### src/rtl/toy_pack.sv
// Shared widths for the toy core's fetch path.
package toy_pack;

  localparam int ADDR_WIDTH      = 32;
  localparam int INST_WIDTH      = 32;
  localparam int WORD_BYTES_LOG2 = 2;

endpackage

### src/rtl/toy_fetch_rsp_fifo.sv
// Synchronous response FIFO with a single-cycle clear; push and pop may coincide when full.
module toy_fetch_rsp_fifo #(
  parameter int DEPTH     = 4,
  parameter int WIDTH     = 33,
  parameter int CNT_WIDTH = $clog2(DEPTH + 1)
) (
  input  logic                 clk,
  input  logic                 rst,
  input  logic                 clear,
  input  logic                 push,
  input  logic [WIDTH-1:0]     wdata,
  input  logic                 pop,
  output logic [WIDTH-1:0]     rdata,
  output logic [CNT_WIDTH-1:0] count,
  output logic                 empty,
  output logic                 full
);

  localparam int PTR_WIDTH = $clog2(DEPTH);

  logic [WIDTH-1:0]     mem_q [DEPTH];
  logic [PTR_WIDTH-1:0] wr_ptr_q;
  logic [PTR_WIDTH-1:0] rd_ptr_q;
  logic [CNT_WIDTH-1:0] count_q;
  logic                 do_push;
  logic                 do_pop;

  assign empty   = (count_q == '0);
  assign full    = (count_q == CNT_WIDTH'(DEPTH));
  assign count   = count_q;
  assign rdata   = mem_q[rd_ptr_q];
  assign do_pop  = pop & ~empty & ~clear;
  assign do_push = push & (~full | do_pop) & ~clear;

  // NOTE: storage is not reset; only pointers and count need defined values.
  always_ff @(posedge clk) begin
    if (do_push) mem_q[wr_ptr_q] <= wdata;
  end

  // NOTE: non-blocking assignments so every register updates from pre-edge values.
  always_ff @(posedge clk) begin
    if (rst || clear) begin
      wr_ptr_q <= '0;
      rd_ptr_q <= '0;
      count_q  <= '0;
    end else begin
      if (do_push) wr_ptr_q <= wr_ptr_q + PTR_WIDTH'(1);
      if (do_pop)  rd_ptr_q <= rd_ptr_q + PTR_WIDTH'(1);
      count_q <= count_q + CNT_WIDTH'(do_push) - CNT_WIDTH'(do_pop);
    end
  end

endmodule

### src/rtl/toy_fetch_mem_bridge.sv
// Fetch-to-instruction-bus bridge: credit-limited in-order issue, buffered responses,
// and discard of stale in-flight responses after a redirect.
module toy_fetch_mem_bridge #(
  parameter int ADDR_WIDTH      = toy_pack::ADDR_WIDTH,
  parameter int DATA_WIDTH      = toy_pack::INST_WIDTH,
  parameter int MAX_OUTSTANDING = 4,
  parameter int CNT_WIDTH       = $clog2(MAX_OUTSTANDING + 1)
) (
  input  logic                  clk,
  input  logic                  rst,
  input  logic                  req_vld,
  output logic                  req_rdy,
  input  logic [ADDR_WIDTH-1:0] req_addr,
  input  logic                  flush,
  output logic                  ack_vld,
  input  logic                  ack_rdy,
  output logic [DATA_WIDTH-1:0] ack_data,
  output logic                  ack_err,
  output logic                  bus_req_vld,
  input  logic                  bus_req_rdy,
  output logic [ADDR_WIDTH-1:0] bus_req_addr,
  input  logic                  bus_rsp_vld,
  output logic                  bus_rsp_rdy,
  input  logic [DATA_WIDTH-1:0] bus_rsp_data,
  input  logic                  bus_rsp_err,
  output logic                  idle
);

  localparam int ALIGN = toy_pack::WORD_BYTES_LOG2;

  typedef struct packed {
    logic                  err;
    logic [DATA_WIDTH-1:0] data;
  } rsp_t;

  logic [CNT_WIDTH-1:0] inflight_q, inflight_d;
  logic [CNT_WIDTH-1:0] drop_q, drop_d;
  logic [CNT_WIDTH-1:0] fifo_cnt;
  logic [CNT_WIDTH:0]   credit_sum;
  logic                 credit_ok;
  logic                 issue;
  logic                 drop_rsp;
  logic                 rsp_push;
  logic                 rsp_pop;
  logic                 fifo_empty;
  logic                 fifo_full;
  rsp_t                 rsp_in;
  rsp_t                 rsp_head;

  // Every slot is either in flight or buffered, so a full FIFO alone exhausts credit.
  assign credit_sum   = {1'b0, inflight_q} + {1'b0, fifo_cnt};
  assign credit_ok    = ~fifo_full & (credit_sum < (CNT_WIDTH + 1)'(MAX_OUTSTANDING));
  assign bus_req_vld  = req_vld & credit_ok;
  assign req_rdy      = bus_req_rdy & credit_ok;
  assign bus_req_addr = {req_addr[ADDR_WIDTH-1:ALIGN], {ALIGN{1'b0}}};
  assign issue        = bus_req_vld & bus_req_rdy;
  assign bus_rsp_rdy  = 1'b1;

  assign drop_rsp    = bus_rsp_vld & (drop_q != '0);
  assign rsp_push    = bus_rsp_vld & ~drop_rsp;
  assign rsp_in.err  = bus_rsp_err;
  assign rsp_in.data = bus_rsp_data;

  // The head is hidden during a redirect so fetch never takes a word from the old stream.
  assign ack_vld  = ~fifo_empty & ~flush;
  assign rsp_pop  = ack_vld & ack_rdy;
  assign ack_data = rsp_head.data;
  assign ack_err  = rsp_head.err;
  assign idle     = (inflight_q == '0) & fifo_empty;

  // NOTE: defaults first so every path assigns and no latch is inferred.
  always_comb begin
    inflight_d = inflight_q;
    case ({issue, bus_rsp_vld})
      2'b10:   inflight_d = inflight_q + CNT_WIDTH'(1);
      2'b01:   inflight_d = inflight_q - CNT_WIDTH'(1);
      default: inflight_d = inflight_q;
    endcase

    drop_d = drop_q;
    if (flush)         drop_d = inflight_q - CNT_WIDTH'(bus_rsp_vld);
    else if (drop_rsp) drop_d = drop_q - CNT_WIDTH'(1);
  end

  always_ff @(posedge clk) begin
    if (rst) begin
      inflight_q <= '0;
      drop_q     <= '0;
    end else begin
      inflight_q <= inflight_d;
      drop_q     <= drop_d;
    end
  end

  toy_fetch_rsp_fifo #(
    .DEPTH     (MAX_OUTSTANDING),
    .WIDTH     ($bits(rsp_t)),
    .CNT_WIDTH (CNT_WIDTH)
  ) u_fifo (
    .clk   (clk),
    .rst   (rst),
    .clear (flush),
    .push  (rsp_push),
    .wdata (rsp_in),
    .pop   (rsp_pop),
    .rdata (rsp_head),
    .count (fifo_cnt),
    .empty (fifo_empty),
    .full  (fifo_full)
  );

endmodule

### config.mk
export PLATFORM = sky130hd
export DESIGN_NAME = toy_fetch_mem_bridge
export DESIGN_NICKNAME = d
export VERILOG_FILES = /design/src/rtl/toy_pack.sv /design/src/rtl/toy_fetch_rsp_fifo.sv /design/src/rtl/toy_fetch_mem_bridge.sv
export SDC_FILE = /design/constraint.sdc
export NUM_CORES = 1
export LEC_CHECK = 0
export ABC_CLOCK_PERIOD_IN_PS = 4300
export BUFFER_PORTS_ARGS = -buffer_cell sky130_fd_sc_hd__buf_2
export CELL_PAD_IN_SITES_DETAIL_PLACEMENT = 1
export CELL_PAD_IN_SITES_GLOBAL_PLACEMENT = 2
export CORE_MARGIN = 2
export CORE_UTILIZATION = 42
export DETAILED_ROUTE_END_ITERATION = 6
export PLACE_DENSITY_LB_ADDON = 0.1
export SLEW_MARGIN = 20
export SYNTH_ARGS = -nofsm -noshare
export SYNTH_HDL_FRONTEND = slang
export SYNTH_SLANG_ARGS = --single-unit
### constraint.sdc
create_clock -name clk -period 4.3 [get_ports clk]
set_input_delay 0.43 -clock clk [delete_from_list [all_inputs] [get_ports clk]]
set_output_delay 0.43 -clock clk [all_outputs]
set_load 0.05 [all_outputs]
## Word level (Yosys, flattened, before mapping)

Memories as Yosys holds them, arrays and structs flattened. A register that Yosys moved wholly into a read port is not among the register bits.
Index checks and enable logic that the tools add are counted.

| cells by class | value |
|---|---|
| order comparisons | 1 |
| muxes and demuxes | 7 |
| add/subtract/negate cells | 9 |
| bitwise operators | 18 |
| reductions and logical operators | 6 |
| eq/ne operators | 3 |

Operator list:

| operator | count |
|---|---|
| bitwise AND 1 bit | 13 |
| logical NOT 3 bit | 2 |
| 2-to-1 mux 3 bit | 2 |
| one-hot mux 3 bit (2 select lines) | 1 |
| subtractor 3 x 1 -> 3 bit | 2 |
| subtractor 3 x 1 -> 3 bit (second input constant) | 2 |
| adder 2 x 1 -> 2 bit (second input constant) | 2 |
| adder 3 x 3 -> 4 bit | 1 |
| < comparator 4 x 3 -> 1 bit (second input constant) | 1 |
| 2-to-1 mux 2 bit | 2 |
| NOT 1 bit | 4 |
| nonzero test 2 bit | 2 |
| adder 3 x 1 -> 3 bit | 1 |
| adder 3 x 1 -> 3 bit (second input constant) | 1 |
| == test 3 bit (second input constant) | 1 |
| nonzero test 3 bit | 1 |
| == test 2 x 1 -> 1 bit (second input constant) | 1 |
| == test 2 bit (second input constant) | 1 |
| 2-to-1 mux 1 bit | 2 |
| logical OR 1 bit | 1 |
| OR 1 bit | 1 |

| word-level totals | value |
|---|---|
| memories | 1 |
| word-level logic and storage cells | 50 |
| flip-flop bits (word level) | 13 |
| bits in writable memories | 132 |

Memory list:

| name | words | width | rd ports | clocked after memory_dff | wr ports | line | text |
|---|---|---|---|---|---|---|---|
| u_fifo.mem_q | 4 | 33 | 1 | 1 | 1 | toy_fetch_rsp_fifo.sv:21 | `logic [WIDTH-1:0] mem_q [DEPTH];` |

## Logic depth before layout (Yosys ltp)

Gate-level depths: netlist of run 1.

| depth | value |
|---|---|
| depth in word-level cells | 11 |
| gate-level depth with buffers | 11 |

## By module

From an unflattened synthesis of run 1, not the netlist that was laid out.

| unflattened totals | value |
|---|---|
| cells, all modules | 309 |
| area, all modules | 6000.8 sq um |

Modules (own cells, without submodules):

| module | instances | area each (sq um) | cells an instance |
|---|---|---|---|
| toy_fetch_rsp_fifo | 1 | 5301.3 | 225 |
| toy_fetch_mem_bridge | 1 | 699.4 | 84 |

## Least setup slack after synthesis of run 1

No wires, ideal clock.

| timing path | value |
|---|---|
| kind | register to register |
| start point | register u_fifo.count_q[2], in the netlist u_fifo.count[2] |
| end point | register inflight_q[2] |
| path slack | 1.745 ns |
| cell stages (with the launch flop) | 10 |
| period minus slack after synthesis | 2.555 ns |
| path buffers | 0 |
| arrival time | 2.485 ns |
| path through | dfxtp_1 ha_1 or3_1 a311oi_1 nand3_1 ha_1 fa_1 xnor2_1 or3_1 a21oi_1 |

| on the way | value |
|---|---|
| cells in the longest elaborated chain, start to end | 7 |
| elaborated cells on any way between the ends | 11 |

Ends and longest elaborated chain:

| what | line | text |
|---|---|---|
| start, declared | toy_fetch_rsp_fifo.sv:24 | `logic [CNT_WIDTH-1:0] count_q;` |
| start signal, assigned | toy_fetch_rsp_fifo.sv:49 | `count_q <= count_q + CNT_WIDTH'(do_push) - CNT_WIDTH'(do_pop);` |
| adder 3 x 3 -> 4 bit or == test 3 bit (tied branches) | toy_fetch_mem_bridge.sv:51, toy_fetch_rsp_fifo.sv:29 |  |
| < comparator 4 x 3 -> 1 bit or NOT 1 bit (tied branches) | toy_fetch_mem_bridge.sv:52 | `assign credit_ok = ~fifo_full & (credit_sum < (CNT_WIDTH + 1)'(MAX_OUTSTANDING));` |
| bitwise AND 1 bit (*) | toy_fetch_mem_bridge.sv:52 |  |
| bitwise AND 1 bit (*) | toy_fetch_mem_bridge.sv:53 | `assign bus_req_vld = req_vld & credit_ok;` |
| bitwise AND 1 bit (*) | toy_fetch_mem_bridge.sv:56 | `assign issue = bus_req_vld & bus_req_rdy;` |
| == test 2 x 1 -> 1 bit or == test 2 bit (tied branches) | toy_fetch_mem_bridge.sv:74 | `case ({issue, bus_rsp_vld})` |
| one-hot mux 3 bit (2 select lines) or nonzero test 2 bit (tied branches) | - |  |
| end signal, assigned | toy_fetch_mem_bridge.sv:90 | `inflight_q <= inflight_d;` |
| end, declared | toy_fetch_mem_bridge.sv:36 | `logic [CNT_WIDTH-1:0] inflight_q, inflight_d;` |

Every way passes the cells marked *; elsewhere a longest branch is shown, timed or not.
A chain may end at the register's enable or synchronous reset.

==> run metrics, run 1 <==
Slew headroom 0.356; Clock Tree Buf Depth 2; post-CTS setup buffer count 0; Synth area leaders edfxtp_1 (66%), mux4_2 (12%), dfxtp_1 (5.0%); # resized after CTS 0; total clock buffers created by CTS 17; H-tree levels 4; area share of the largest cell type after synthesis 0.664; ANT nets after route 0; yosys warns 0; Critical Path End Type output pin; drt initial violations 137; final setup fails 0; reg2reg end inflight_q[2]$_SDFFE_PP0P_; I/O pins about 140; HP Class in -> reg; cell family with most CP delay flip-flops; Hold Path End u_fifo.mem_q[0][9]$_DFFE_PP_; WS Path Type reg -> out; sequential fraction of the synthesis area 0.714; Clock Skew approximately 0.011 ns; Reg2Reg Setup Slack approximately 1.5 ns; Final min period around 2.8 ns; area delta synth->final 15.2%; Least-Margin Pin Slew roughly 0.97 ns; Yosys top cell by area edfxtp_1; DRC 0; pwr/cell area approximately 490 mW/mm2; Final nets 451; DIE HEIGHT 123 um; worst-skew pair later-pin latency 0.42 ns; clk root buf clkbuf_16; EDFF count, synth roughly 130; maximum vdd drop 250 uV; RD Place Congestion approximately 0.64; number of global-route vias before repair ~3,100; Total GRT Usage 0.157; Die W between 100 and 150 um; CP Data Required Time slightly below 4 ns; Overflow after GRT 0; First-pass DRT Iterations 4; core region area approximately 0.014 mm2; Max-Cap Viols 0; hold_ws between 0.2 and 0.25 ns; layout cells sized above 1 0.395; worst endpoint data arrival time about 2.3 ns; Critical-path top delay cell dfxtp_2; Mapped Avg Cell Area between 15 and 20 um2; Rows 43; Post-synth ARST share 0; leakage power total 2.37 nW; status completed; Critical Path Source Type flip-flop; Syn Inst Count just over 300; commonest non-fill, non-tap cell in the layout edfxtp_1; setup_tns 0 ns; Critical Path Max Stage Delay about 0.8 ns; Die Area between 0.015 and 0.02 mm2; Hold Path Stages 1; Routed WL about 11 mm; CTS tree yes; wire length per cell 19.4 um; Slew Limit Fails 0; via/cell ratio 5.18; Port Buffers between 70 and 80; most frequent cells in the layout edfxtp_1 (132), buf_2 (76), mux4_2 (33); cts hold-fix bufs 0; first-pass GRT wire length about 17 mm; Clock Sinks about 150; Final HPWL DP about 6.5 mm; period utilisation layout 0.644; Main synth FF type edfxtp_1; post-synthesis instance area 0.00597 mm2; Fmax 0.361 GHz; Netlist cell types 35; r2r startpoint u_fifo.count[2]$_SDFF_PP0_; worst-path fanout max 18; Hold Startpoint bus_rsp_data[9]; Initial Util 0.430; CP Cell Sequence buf_4 > mux4_2 > buf_2; number of antenna violations at the first check in global routing 1; RSZ-0062 raised after global routing no; worst reg2reg path depth 9; Final Hold Violating Endpoints 0; clock-pin slew on the worst setup and hold paths around 0.06 ns; Critical path buffers and inverters 2; largest net degree at the start of global routing 34; Diodes inserted 0; vias post-DR 2,883; FF+latch count, synth about 150
[synthesized netlist by cell type (2+ instances only)]
cell,count
nor3_1,3
clkbuf_1,2
a21oi_1,4
inv_1,12
buf_2,5
fa_1,2
and2_1,8
mux4_2,33
ha_1,13
xnor2_1,5
edfxtp_1,132
buf_4,33
buf_6,3
dfxtp_1,15
or4_1,2
nand2_1,7
nor2_1,4
mux2i_1,6
or3_1,3
conb_1,2
[per-layer routing]
layer | GRT usage | vias up | routed length (um)
met5 | 0 | - | 13
met4 | 0.0767 | 2 | 201
met3 | 0.0457 | 27 | 668
met2 | 0.255 | 101 | 5490
met1 | 0.191 | 1478 | 4450
li1 | - | 1275 | -
[worst max-delay path by stage]
stage | from | end | slack (ns) | depth (start not counted)
2_1_floorplan | u_fifo.count[2]$_SDFF_PP0_ | inflight_q[2]$_SDFFE_PP0P_ | 1.75 | 9
3_3_place_gp | u_fifo.count[2]$_SDFF_PP0_ | inflight_q[2]$_SDFFE_PP0P_ | 1.56 | 9
3_5_place_dp | u_fifo.count[2]$_SDFF_PP0_ | inflight_q[2]$_SDFFE_PP0P_ | 1.54 | 9
4_1_cts | flip-flop | ack_err | 1.45 | 3
5_1_grt | u_fifo.count[2]$_SDFF_PP0_ | inflight_q[2]$_SDFFE_PP0P_ | 1.35 | 9
6_report | flip-flop | ack_err | 1.53 | 3
[flip-flops by register name (all words and copies together) (netlist names), named ones only]
name	flops
inflight_q	3
u_fifo.wr_ptr_q	2
u_fifo.rd_ptr_q	2
u_fifo.count	3
drop_q	3
u_fifo.mem_q	132
[stage by stage]
| step | utilization | instance area [um2] | power [mW] | cells | setup slack (ns) |
|---|---|---|---|---|---|
| floorplan | - | 5970 | 1.93 | 310 | 1.75 |
| global placement | 0.453 | 6290 | 1.93 | 525 | 1.56 |
| detailed placement | 0.453 | 6290 | 1.94 | 525 | 1.54 |
| CTS | 0.495 | 6880 | 3.41 | 557 | 1.45 |
| global route | 0.495 | 6880 | 3.50 | 557 | 1.35 |
| finish | 0.495 | 6880 | 3.38 | 557 | 1.53 |
[worst reg2reg max path, stage by stage, from the launching register on]
cell	delay (ns)
dfxtp_1	0.42
ha_1	0.26
or3_1	0.36
a311oi_1	0.32
nand3_1	0.14
ha_1	0.23
fa_1	0.38
xnor2_1	0.14
or3_1	0.31
a21oi_1	0.13
[where the power goes]
part / leakage (nW) / switching, mW / internal, mW
registers: 1.32 / 0.0210 / 1.60
clock network: 0.281 / 0.560 / 0.907
logic: 0.770 / 0.196 / 0.0963
[logic make-up after synthesis]
kind of cell             after synthesis  share of synthesized area
AO/OA/AOI/OAI                         12                     0.0153
adder cells (fa/ha/maj)               15                     0.0340
flip-flops                           147                      0.714
buffers and inverters                 55                     0.0602
other                                  2                    0.00126
AND/OR/NAND/NOR                       33                     0.0314
XOR/XNOR                               6                    0.00880
multiplexers                          39                      0.135
[area by class of cell]
class	instances	area, um2
Timing Repair Buffer	78	395
Clock buffer	18	429
Multi-Input combinational cell	108	1350
Fill cell	1311	7000
Clock inverter	14	161
Tap cell	180	225
Inverter	12	45.0
Sequential cell	147	4270
Note: power is estimated with default switching activity, not from simulation.
==> run 2: changes to the inputs <==
--- a/config.mk
+++ b/config.mk
@@ -5,12 +5,13 @@
 export SDC_FILE = /design/constraint.sdc
 export NUM_CORES = 1
 export LEC_CHECK = 0
-export ABC_CLOCK_PERIOD_IN_PS = 4300
+export ABC_AREA = 1
+export ABC_CLOCK_PERIOD_IN_PS = 2500
 export BUFFER_PORTS_ARGS = -buffer_cell sky130_fd_sc_hd__buf_2
 export CELL_PAD_IN_SITES_DETAIL_PLACEMENT = 1
 export CELL_PAD_IN_SITES_GLOBAL_PLACEMENT = 2
 export CORE_MARGIN = 2
-export CORE_UTILIZATION = 42
+export CORE_UTILIZATION = 32
 export DETAILED_ROUTE_END_ITERATION = 6
 export PLACE_DENSITY_LB_ADDON = 0.1
 export SLEW_MARGIN = 20
==> constraint.sdc (replaced) <==
create_clock -name clk -period 2.5 [get_ports clk]
set_input_delay 0.25 -clock clk [delete_from_list [all_inputs] [get_ports clk]]
set_output_delay 0.25 -clock clk [all_outputs]
set_load 0.05 [all_outputs]
==> run metrics, run 2 <==
Yosys top cell by area edfxtp_1; largest net degree at the start of global routing 47 (+38%); Main synth FF type edfxtp_1; WS Path Type reg -> reg; number of antenna violations at the first check in global routing 1 (unchanged); post-CTS setup buffer count 0 (unchanged); Syn Inst Count 483 (+56%); yosys warns 0 (unchanged); Critical Path Source Type flip-flop; CP Data Required Time 2.83 ns (-1.04 ns); Largest Register u_fifo.mem_q; Slew Limit Fails 0 (unchanged); clk root buf clkbuf_16; leakage power total 2.62 nW (+11%); most numerous cell in the Yosys netlist edfxtp_1; Clock Tree Buf Depth 2 (unchanged); Total GRT Usage 0.142 (-0.0144); maximum vdd drop 455 uV (+82%); worst-path fanout max 5 (-13); CP Cell Sequence ha_1 > nor3_1 > o211ai_1 > nor2_2 > nand2_1 > ha_1 > fa_1 > nor2_1 > nor2_1 > and3_1 > nor3_1; Final HPWL DP 8.43 mm (+29%); Netlist cell types 31 (-11%); # fillers 2,016 (+54%); post-synthesis instance area 0.00612 mm2 (+2.5%); Final min period around 2.3 ns; Final Hold Violating Endpoints 0 (unchanged); via/cell ratio 4.77 (-7.8%); Clock Skew 0.00641 ns (-0.00475 ns); Synth area leaders edfxtp_1 (65%), buf_4 (5.2%), nor2_1 (5.0%); RSZ-0062 raised after global routing no; cell family with most CP delay adder cells; drt initial violations 207 (+51%); HP Class in -> reg; clock-pin slew on the worst setup and hold paths 0.06 ns (about the same); first-pass GRT wire length 21.5 mm (+27%); worst endpoint data arrival time 2.59 ns (+0.25 ns); setup_tns 0 ns (unchanged); Critical Path Max Stage Delay 0.39 ns (-0.39 ns); cts hold-fix bufs 0 (unchanged); pre-CTS WS 0.195 ns (-1.35 ns); final setup fails 0 (unchanged); FF+latch count, synth 147 (unchanged); Overflow after GRT 0 (unchanged); Critical path buffers and inverters 0 (-2); Rows 50 (+16%); layout cells sized above 1 0.264 (-0.132); Critical-path top delay cell fa_1; wire length per cell 17.4 um (-10%); Final nets 629 (+39%); area delta synth->final 16.6%; total clock buffers created by CTS 17 (unchanged); Post-synth ARST share 0 (unchanged); vias post-DR 3,760 (+30%); ANT nets after route 0 (unchanged); Port Buffers 76 (unchanged); sequential fraction of the synthesis area 0.697 (-0.0172); I/O pins 142 (unchanged); Synth top cells by count edfxtp_1 (132), nor2_1 (82), o21ai_0 (59), buf_4 (42), o22ai_1 (33); CTS tree yes; period utilisation layout 0.902; fin util 0.381 (-0.114); Clock Sinks 147 (unchanged); area share of the largest cell type after synthesis 0.648 (-0.0160); Routed WL 13.7 mm (+27%); max reg flops 132 (unchanged); Initial Util 0.327 (-0.103); RD Place Congestion 0.702 (+9.3%); worst-skew pair later-pin latency 0.41 ns (about the same); Critical Path End Type flip-flop; Die Area 0.0202 mm2 (+33%); DIE HEIGHT 142 um (+15%); Die W 142 um (+15%); First-pass DRT Iterations 4 (unchanged); Fmax roughly 0.44 GHz; DRC 0 (unchanged); EDFF count, synth 132 (unchanged); H-tree levels 4 (unchanged); pwr/cell area 788 mW/mm2 (+61%); Max-Cap Viols 0 (unchanged); number of global-route vias before repair 3,950 (+29%); post-route setup slack 0.246 ns (-1.29 ns); most frequent cells in the layout edfxtp_1 (132), nor2_1 (77), buf_2 (76); core region area 0.0187 mm2 (+35%); Mapped Avg Cell Area 12.7 um2 (-34%); Diodes inserted 0 (unchanged); commonest non-fill, non-tap cell in the layout edfxtp_1; status completed
-- run 2: repair_timing --
action | in CTS | in global routing
gates resized for setup | 0 | 2
setup endpoints to repair | 0 | 1
hold endpoints to repair | 0 | 0
-- run 2: final timing paths --
kind,from,slack (ns),to,cells after the start
setup reg to reg,inflight_q[2]$_SDFFE_PP0P_,0.25,inflight_q[2]$_SDFFE_PP0P_,11
hold / removal,bus_rsp_data[6],0.04,u_fifo.mem_q[2][6]$_DFFE_PP_,1
setup / recovery,inflight_q[2]$_SDFFE_PP0P_,0.25,inflight_q[2]$_SDFFE_PP0P_,11
hold reg to reg,drop_q[1]$_SDFFE_PP0P_,0.47,drop_q[1]$_SDFFE_PP0P_,2
-- run 2: cell type report --
class | instances | area (um2) | share of cell area
well taps | 234 | 293 | 0.0410
clock buffers | 17 | 425 | 0.0596
multi-input cells | 252 | 1400 | 0.196
flip-flops and latches | 147 | 4270 | 0.598
repair buffers | 92 | 513 | 0.0719
inverters | 32 | 123 | 0.0172
clock inverters | 14 | 115 | 0.0161
-- run 2: per-layer routing --
metal | part of all wire | wire (um) | GRT usage | vias up
met2 | 0.49 | 6720 | 0.238 | 80
met4 | 0.012 | 162 | 0.0453 | 2
li1 | - | - | - | 1804
met5 | 0.00095 | 13 | 0 | -
met3 | 0.039 | 542 | 0.0394 | 19
met1 | 0.46 | 6310 | 0.179 | 1855
-- run 2: logic make-up (layout without fill, tap and decap cells) --
| kind of cell | Yosys count | in the layout | synth area share |
|---|---|---|---|
| AO/OA/AOI/OAI | 117 | 117 | 0.105 |
| flip-flops | 147 | 147 | 0.697 |
| other | 2 | 3 | 0.00123 |
| AND/OR/NAND/NOR | 114 | 114 | 0.0792 |
| buffers and inverters | 85 | 155 | 0.0804 |
| XOR/XNOR | 3 | 3 | 0.00430 |
| adder cells (fa/ha/maj) | 15 | 15 | 0.0331 |
-- run 2: stage by stage --
step / cells / power, mW / cell area, um2 / hold slack [ns]
after CTS: 788 / 5.71 / 7130 / 0.0211
after floorplan: 484 / 3.30 / 6120 / 0.319
after global placement: 757 / 3.33 / 6590 / 0.456
after global routing: 788 / 5.86 / 7130 / 0.0288
final: 788 / 5.62 / 7130 / 0.0433
after detailed placement: 757 / 3.34 / 6590 / 0.461
-- run 2: where the power goes --
part,switching [mW],leakage (nW),internal (mW)
logic,0.370,1.05,0.136
clock network,0.989,0.260,1.35
registers,0.0278,1.32,2.74
==> run 3: changes to the inputs <==
--- a/config.mk
+++ b/config.mk
@@ -5,16 +5,16 @@
 export SDC_FILE = /design/constraint.sdc
 export NUM_CORES = 1
 export LEC_CHECK = 0
-export ABC_AREA = 1
 export ABC_CLOCK_PERIOD_IN_PS = 2500
 export BUFFER_PORTS_ARGS = -buffer_cell sky130_fd_sc_hd__buf_2
 export CELL_PAD_IN_SITES_DETAIL_PLACEMENT = 1
 export CELL_PAD_IN_SITES_GLOBAL_PLACEMENT = 2
 export CORE_MARGIN = 2
-export CORE_UTILIZATION = 32
+export CORE_UTILIZATION = 35
 export DETAILED_ROUTE_END_ITERATION = 6
 export PLACE_DENSITY_LB_ADDON = 0.1
 export SLEW_MARGIN = 20
 export SYNTH_ARGS = -nofsm -noshare
 export SYNTH_HDL_FRONTEND = slang
+export SYNTH_HIERARCHICAL = 1
 export SYNTH_SLANG_ARGS = --single-unit
==> run metrics, run 3 <==
Clock Power Share 0.433 (+0.016); Mapped Avg Cell Area 19.4 um2 (+53%); clk root buf clkbuf_16; FF+latch count, synth 147 (unchanged); Overflow after GRT 0 (unchanged); Syn Inst Count 309 (-36%); EDFF count, synth 132 (unchanged); Post-synth ARST share 0 (unchanged); first-pass GRT wire length 17.7 mm (-18%); Synth Area in Compound Gates 0.0104 (-0.0941); status completed; worst reg2reg path depth 14 (+3); sequential fraction of the synthesis area 0.711 (+0.0134); Total GRT Usage 0.134 (-0.00796); CP Cell Sequence nor3_2 > nor2_4 > and2_4 > inv_1 > buf_4 > a21oi_4 > inv_2 > ha_1 > inv_1 > ha_2 > fa_2 > xnor2_2 > xnor2_1 > nor3_1; Synth Area in XOR/XNOR 0.00876 (+0.00446); NetSw 1.34 mW (-3.2%); wire length per cell 18.0 um (+3.4%); largest net degree at the start of global routing 24 (-49%); total power draw 5.85 mW (+4.1%); First-pass DRT Iterations 4 (unchanged); Netlist cell types 37 (+19%); Critical Path End Type flip-flop; RD Place Congestion 0.683 (-2.8%); number of global-route vias before repair 3,191 (-19%); most frequent cells in the layout edfxtp_1 (132), buf_2 (76), mux4_2 (33); CTS tree yes; Yosys top cell by area edfxtp_1; worst-skew pair later-pin latency 0.42 ns (about the same); CP Data Required Time 2.83 ns (about the same); Critical Path Max Stage Delay 0.37 ns (-0.02 ns); Die Area 0.0182 mm2 (-10%); Main synth FF type edfxtp_1; Simple-Gate Fraction of Synth Area 0.0375 (-0.0416); Slew Limit Fails 0 (unchanged); via/cell ratio 4.64 (-2.8%); leakage power total 2.54 nW (-3.3%); worst-path fanout max 4 (-1); most numerous cell in the Yosys netlist edfxtp_1; Clock Tree Buf Depth 2 (unchanged); RSZ-0062 raised after global routing no; maximum vdd drop 576 uV (+26%); Critical Path End u_fifo/count[2]$_SDFF_PP0_; Rows 47 (-6.0%); Clock Sinks 147 (unchanged); HP Class in -> reg; I/O pins 142 (unchanged); area delta synth->final 21.1%; Fmax 0.421 GHz (-5.0%); Largest Register u_fifo/mem_q; Synth area leaders edfxtp_1 (66%), mux4_2 (12%), dfxtp_1 (5.0%); Int Pwr 4.51 mW (+6.5%); Max-Cap Viols 0 (unchanged); hold_ws 0.0445 ns (+0.00119 ns); Final min period 2.37 ns (+0.119 ns); Clock Skew 0.00781 ns (+0.00139 ns); ANT nets after route 0 (unchanged); core region area 0.0167 mm2 (-11%); mux share of post-synthesis cell area 0.134 (+0.134); max reg flops 132 (unchanged); worst endpoint data arrival time 2.70 ns (+0.11 ns); yosys warns 6 (+6); DRC 0 (unchanged); final setup fails 0 (unchanged); Post-Synth Adder-Cell Area 0.0338 (+0.000636); fin util 0.435 (+0.0539); H-tree levels 4 (unchanged); Final Hold Violating Endpoints 0 (unchanged); combinational share of power 0.094 (+0.004); Critical-path top delay cell dfxtp_4; # fillers 1,625 (-19%); Worst path most repeated cell inv_1; period utilisation layout 0.949 (+0.0476); Final HPWL DP 7.32 mm (-13%); vias post-DR 2,900 (-23%); reg2reg end u_fifo/count[2]$_SDFF_PP0_; sequential power share 0.472 (-0.021); Final nets 480 (-24%); Die W 135 um (-5.1%); DIE HEIGHT 135 um (-5.1%); number of antenna violations at the first check in global routing 0 (-1); dpl cell area 0.00659 mm2 (about the same); Port Buffers 76 (unchanged); crit path launch u_fifo/count[2]$_SDFF_PP0_; drt initial violations 141 (-32%); Initial Util 0.359 (+0.0323); Net Sw Frac 0.229 (-0.0174); layout cells sized above 1 0.484 (+0.220); Synth top cells by count edfxtp_1 (132), buf_4 (33), mux4_2 (33), dfxtp_1 (15), ha_1 (13); WS Path Type reg -> reg; r2r startpoint u_fifo/count[2]$_SDFF_PP0_; clock-pin slew on the worst setup and hold paths 0.06 ns (about the same); Critical Path Source Type flip-flop; pwr/cell area 805 mW/mm2 (+2.2%); post-synthesis instance area 0.00600 mm2 (-1.9%); largest family of logic cells by synthesized area multiplexers; area share of the largest cell type after synthesis 0.661 (+0.0124); commonest non-fill, non-tap cell in the layout edfxtp_1; Routed WL 11.3 mm (-18%); total clock buffers created by CTS 17 (unchanged); final instance area 0.00727 mm2 (+1.9%); Diodes inserted 0 (unchanged); Reg2Reg Setup Slack 0.13 ns (-0.12 ns)
-- run 3: cell types whose count changed after synthesis, sizes merged, moves of 7 or more --
cell and change:
and2 +8, inv -20, nor2 -82, o21ai -69
buf -7, nand2 -12, mux4 +33, o22ai -33
-- run 3: cell families after synthesis --
kind of cell / count (synthesis)
AND/OR/NAND/NOR: 37
XOR/XNOR: 6
buffers and inverters: 53
adder cells (fa/ha/maj): 15
flip-flops: 147
AO/OA/AOI/OAI: 10
other: 2
multiplexers: 39
-- run 3: metrics by stage --
step,worst slack [ns],setup TNS [ns],cells
after floorplan,-0.107,-0.107,310
after global placement,0.0181,0,593
after detailed placement,-0.0143,-0.0160,593
after CTS,0.00163,0,625
after global routing,0.00882,0,625
final,0.127,0,625
-- run 3: power groups by stage --
stage               logic [mW]  clock network, mW  registers, mW
floorplan                0.477                  0           2.82
global placement         0.522                  0           2.82
detailed placement       0.529                  0           2.82
CTS                      0.550               2.62           2.76
global route             0.603               2.71           2.77
finish                   0.552               2.54           2.77
-- run 3: how the worst min path moves through the flow --
stage	from	end	slack, ns	cells past startpoint
5_1_grt	bus_rsp_data[10]	u_fifo/mem_q[3][10]$_DFFE_PP_	0.02	1
6_report	bus_rsp_data[3]	u_fifo/mem_q[0][3]$_DFFE_PP_	0.04	1
3_5_place_dp	bus_rsp_data[26]	u_fifo/mem_q[3][26]$_DFFE_PP_	0.47	1
4_1_cts	bus_rsp_data[10]	u_fifo/mem_q[3][10]$_DFFE_PP_	0.02	1
3_3_place_gp	bus_rsp_data[26]	u_fifo/mem_q[2][26]$_DFFE_PP_	0.46	1
2_1_floorplan	rst	inflight_q[2]$_SDFFE_PP0P_	0.32	1
-- run 3: timing repair --
item                       CTS  global route
setup buffers                1             0
setup endpoints to repair    2             2
hold buffers                 0             0
pin swaps                    3             6
resized for setup           12             7
-- run 3: critical path, delay by kind of cell, from the launching register on --
| family | cells | cell delay [ns] |
|---|---|---|
| adder cells (fa/ha/maj) | 3 | 0.78 |
| flip-flops | 1 | 0.37 |
| AO/OA/AOI/OAI | 1 | 0.13 |
| XOR/XNOR | 2 | 0.27 |
| AND/OR/NAND/NOR | 4 | 0.46 |
| buffers and inverters | 4 | 0.26 |
-- run 3: layout make-up --
| cell class | instances | area, um2 | share of cell area |
|---|---|---|---|
| multi-input cells | 110 | 1470 | 0.202 |
| well taps | 220 | 275 | 0.0379 |
| clock inverters | 13 | 159 | 0.0219 |
| inverters | 12 | 45.0 | 0.00620 |
| clock buffers | 18 | 429 | 0.0590 |
| flip-flops and latches | 147 | 4270 | 0.588 |
| repair buffers | 105 | 623 | 0.0857 |
-- run 3: routing by layer --
| metal | up-vias | wire length (um) | track usage |
|---|---|---|---|
| li1 | 1330 | - | - |
| met1 | 1487 | 4790 | 0.159 |
| met2 | 70 | 5740 | 0.224 |
| met3 | 13 | 565 | 0.0469 |
| met4 | 0 | 182 | 0.0538 |
| met5 | - | 0 | 0 |
